--- config.mk ---
export PLATFORM = sky130hd
export DESIGN_NAME = rr_decoder_arbiter
export DESIGN_NICKNAME = d
export VERILOG_FILES = /design/src/rtl/rr_decoder_arbiter.sv
export SDC_FILE = /design/constraint.sdc
export NUM_CORES = 1
export LEC_CHECK = 0
export BUFFER_PORTS_ARGS = -buffer_cell sky130_fd_sc_hd__buf_2
export CAP_MARGIN = 15
export CORE_MARGIN = 2
export CORE_UTILIZATION = 40
export DETAILED_ROUTE_END_ITERATION = 16
export SYNTH_ARGS = -nofsm -noshare
export SYNTH_HDL_FRONTEND = slang
export SYNTH_SLANG_ARGS = --single-unit
--- constraint.sdc ---
create_clock -name clk -period 3.5 [get_ports clk]
set_input_delay 0.175 -clock clk [delete_from_list [all_inputs] [get_ports clk]]
set_output_delay 0.175 -clock clk [all_outputs]
set_load 0.005 [all_outputs]
--- src/rtl/rr_decoder_arbiter.sv ---
// Round-robin owner of a shared 2-to-4 enable decoder; drives sel/en and mirrors a one-hot gnt.
// Latency: 1 cycle request-to-grant from IDLE; every hand-over inserts a one-cycle en=0 gap.
// Backpressure: none; an owner holds while it requests. Optional hold cap via `ARB_HOLD_LIMIT_EN.
module rr_decoder_arbiter #(
    parameter int MAX_HOLD = 8
) (
    input  logic       clk,
    input  logic       rst,
    input  logic [3:0] req,
    output logic [1:0] sel,
    output logic       en,
    output logic [3:0] gnt,
    output logic       busy
);

    typedef enum logic [1:0] {IDLE, GRANT, GAP} state_t;

    state_t     state, state_nxt;
    logic [1:0] last, last_nxt;
    logic [1:0] sel_nxt;
    logic [1:0] win;
    logic       en_nxt;
    logic [3:0] gnt_nxt;
    logic       busy_nxt;
    logic       hold_hit;

    // Search last+1, last+2, last+3, last; the lowest offset with a request wins.
    function automatic logic [1:0] rr_pick(input logic [3:0] r, input logic [1:0] p);
        logic [1:0] idx;
        logic [1:0] pick;
        pick = p;
        for (int k = 4; k >= 1; k--) begin
            idx = p + 2'(k);
            if (r[idx]) pick = idx;
        end
        return pick;
    endfunction

`ifdef ARB_HOLD_LIMIT_EN
    logic [7:0] hold_cnt;

    // Zero outside GRANT so the first grant cycle counts as 0; saturates at MAX_HOLD-1.
    always_ff @(posedge clk or posedge rst) begin
        if (rst) begin
            hold_cnt <= 8'd0;
        end else if (state != GRANT) begin
            hold_cnt <= 8'd0;
        end else if (hold_cnt != 8'(MAX_HOLD - 1)) begin
            hold_cnt <= hold_cnt + 8'd1;
        end
    end

    always_comb begin
        hold_hit = (hold_cnt == 8'(MAX_HOLD - 1)) && ((req & ~(4'b0001 << sel)) != 4'b0000);
    end
`else
    always_comb begin
        hold_hit = 1'b0;
    end
`endif

    always_comb begin
        state_nxt = state;
        sel_nxt   = sel;
        en_nxt    = en;
        last_nxt  = last;
        win       = rr_pick(req, last);
        case (state)
            IDLE, GAP: begin
                if (req != 4'b0000) begin
                    state_nxt = GRANT;
                    sel_nxt   = win;
                    en_nxt    = 1'b1;
                    last_nxt  = win;
                end else begin
                    state_nxt = IDLE;
                    en_nxt    = 1'b0;
                end
            end
            GRANT: begin
                if (!req[sel] || hold_hit) begin
                    state_nxt = GAP;
                    en_nxt    = 1'b0;
                end
            end
            default: begin
                state_nxt = IDLE;
                en_nxt    = 1'b0;
            end
        endcase
        gnt_nxt  = en_nxt ? (4'b0001 << sel_nxt) : 4'b0000;
        busy_nxt = (state_nxt != IDLE);
    end

    // sel, en and gnt all load from the same next-state values so they never disagree.
    always_ff @(posedge clk or posedge rst) begin
        if (rst) begin
            state <= IDLE;
            last  <= 2'b11;
            sel   <= 2'b00;
            en    <= 1'b0;
            gnt   <= 4'b0000;
            busy  <= 1'b0;
        end else begin
            state <= state_nxt;
            last  <= last_nxt;
            sel   <= sel_nxt;
            en    <= en_nxt;
            gnt   <= gnt_nxt;
            busy  <= busy_nxt;
        end
    end

endmodule

==> out/metrics.csv <==
metric,value,unit
worst-case vdd ir drop,423,uV
pin count of the biggest net entering global routing,13,
Die H,46.3,um
Synthesis Warnings,0,
Num CTS Buffers,3,
Die X,46.3,um
number of global-route vias before repair,448,
PwrDens,871,nW/um^2
setup_tns,0,ns
TritonCTS clock tree,built,
Final Skew,0.00385,ns
Setup crit end kind,flip-flop,
Yosys top cell by area,dfrtp_1,
"leading cell type in the layout, fill and taps excluded",buf_2,
Final Critical Period,1.64,ns
Worst EP required,3.65,ns
initial antenna violation count,0,
fin crit share,47.0,%
final WL,1280,um
maximum fanout along the worst path,5,
CP arrival,1.80,ns
WL/cell,12.8,um
GRT Total Usage,14.8,%
Antenna Cells,0,
Resize count post-CTS,0,
DRT antenna net count,0,
"Slowest-stage cell, CP",mux4_1,
drt first pass iters,4,
RSZ-0062 raised after global routing,no,
syn nets,67,
Worst Path Buf+Inv,0,
clock slew at reported path FFs,0.07,ns
# setup viols final,0,
register bit total from synthesis,12,
Final HPWL DP,978,um
Synth top area share,35.0,%
sequential area share after synthesis,42.3,%
Critical Path Max Stage Delay,0.66,ns
drc violations,0,
Nets,83,
max-slew violation count,0,
most frequent cells in the layout,"buf_2 (13), dfrtp_1 (10), inv_1 (5), nand2_1 (5), a21oi_1 (5)",
crit-path leading delay family,multiplexers,
placed cell count,96,
clock root buffer,clkbuf_4,
status,completed,
Synth Cell Area,716,um^2
# fillers,162,
Post-Synthesis Cells,61,
num rows,15,
CTS H-tree lvls,1,
I/O pin cnt,14,
total congestion overflow,0,
Worst-Skew Late Latency,0.26,ns
global-route wire length before repair,2120,um
final hold vios,0,
distinct cell type count after synthesis,32,
hold crit path type,primary input to flip-flop,
clk buf depth,2,
die area,2140,um^2
fraction of layout cells with a size suffix above 1,42.7,%
leakage power,0.374,nW
vias per std cell,5.06,
Area Growth Syn to Fin,12.9,%
Worst R2R Setup Slack,1.86,ns
ordered list of cells on the worst path,mux4_1 -> a31oi_4 -> and3b_1,
initial core utilization,41.9,%
initial drt markers,8,
final cell count without fillers,100,
max-capacitance violation count,0,
Mapped Avg Cell Area,11.7,um^2
Buffers on Ports,13,
Critical Path Start Type,flip-flop,
Crit Path Class,flip-flop to flip-flop,
Synth area leaders,"dfrtp_1 (35%), dfstp_2 (7.3%), a32oi_4 (3.8%)",
fmax,608,MHz
core footprint,1710,um^2
gpl congestion,0.817,
Clock Sinks,12,
Vias,506,
Worst-Margin Slew,0.443,ns
Rel. slew slack,70.5,%
==> power by group <==
| group | switching (mW) | internal (mW) | total [mW] |
|---|---|---|---|
| clock | 0.0392 | 0.0397 | 0.0789 |
| sequential | 0.0606 | 0.212 | 0.272 |
| combinational | 0.175 | 0.178 | 0.353 |
| total | 0.275 | 0.429 | 0.704 |
==> logic make-up (layout without fill, tap and decap cells) <==
logic type / count (synthesis) / in the layout / synth area share, %
and+or+nand+nor: 22 / 22 / 21.5
AOI/OAI and AO/OA: 17 / 17 / 23.6
DFF: 12 / 12 / 42.3
buffers and inverters: 8 / 22 / 7.69
xor gates and xnor gates: 1 / 1 / 1.22
muxes: 1 / 1 / 3.67
==> per-layer routing <==
layer	wire length, um	vias up	track usage, %
met4	14	0	5.14
met1	592	237	19.6
met3	70	2	7.84
met5	0	-	0
li1	-	253	-
met2	600	14	20.6
==> cell type report <==
cell class,instances,area [um^2],area share (%)
clock buffer,3,22.5,2.79
timing repair buffer,14,75.1,9.29
multi-input combinational,41,358,44.3
tap,25,31.3,3.87
inverter,5,18.8,2.32
sequential,12,303,37.5
==> synth_stat cells <==
master / count
a2111oi_0: 1
a211oi_1: 1
a21o_1: 2
a21o_2: 1
a21oi_1: 5
a221o_2: 1
a311o_1: 1
a31o_2: 1
a31oi_4: 1
a32oi_4: 1
and2b_2: 1
and3b_1: 1
buf_6: 2
clkbuf_8: 1
dfrtp_1: 10
dfstp_2: 2
inv_1: 5
mux4_1: 1
nand2_1: 5
nand2b_1: 2
nand2b_2: 2
nor2_1: 3
nor3_2: 1
nor3b_1: 1
nor3b_2: 2
nor4_1: 1
nor4_2: 1
o21bai_1: 1
o31a_4: 1
or2_1: 1
or2b_2: 1
xor2_1: 1
==> registers in the layout, summed over array words and instances, names as in the netlist <==
| name | count |
|---|---|
| gnt | 4 |
| en | 1 |
| last | 2 |
| busy | 1 |
| sel | 2 |
| state | 2 |
==> through the flow <==
stage               total power [mW]  utilization (%)  instance area, um^2  hold WS (ns)  setup slack [ns]
floorplan                      0.563                -                  716        0.0383              1.94
global placement               0.631             45.4                  776         0.198              1.83
detailed placement             0.631             45.4                  776         0.200              1.86
CTS                            0.716             47.3                  808         0.255              1.82
global route                   0.765             47.3                  808         0.262              1.77
finish                         0.704             47.3                  808         0.265              1.86
==> worst paths after layout <==
path                          start       end  cells after the start
max in group asynchronous       rst   last[0]                      3
hold reg to reg            state[1]  state[1]                      2
setup reg to reg             sel[0]    gnt[3]                      3
setup / recovery             sel[0]    gnt[3]                      3
hold / removal               req[3]   last[1]                      2
min in group asynchronous       rst    sel[1]                      3
==> what timing repair did <==
action                    in CTS  in global routing
buffers inserted               0                  0
hold buffers                   1                  0
hold endpoints to repair      10                  0
Power figures use the tool's default switching activity.
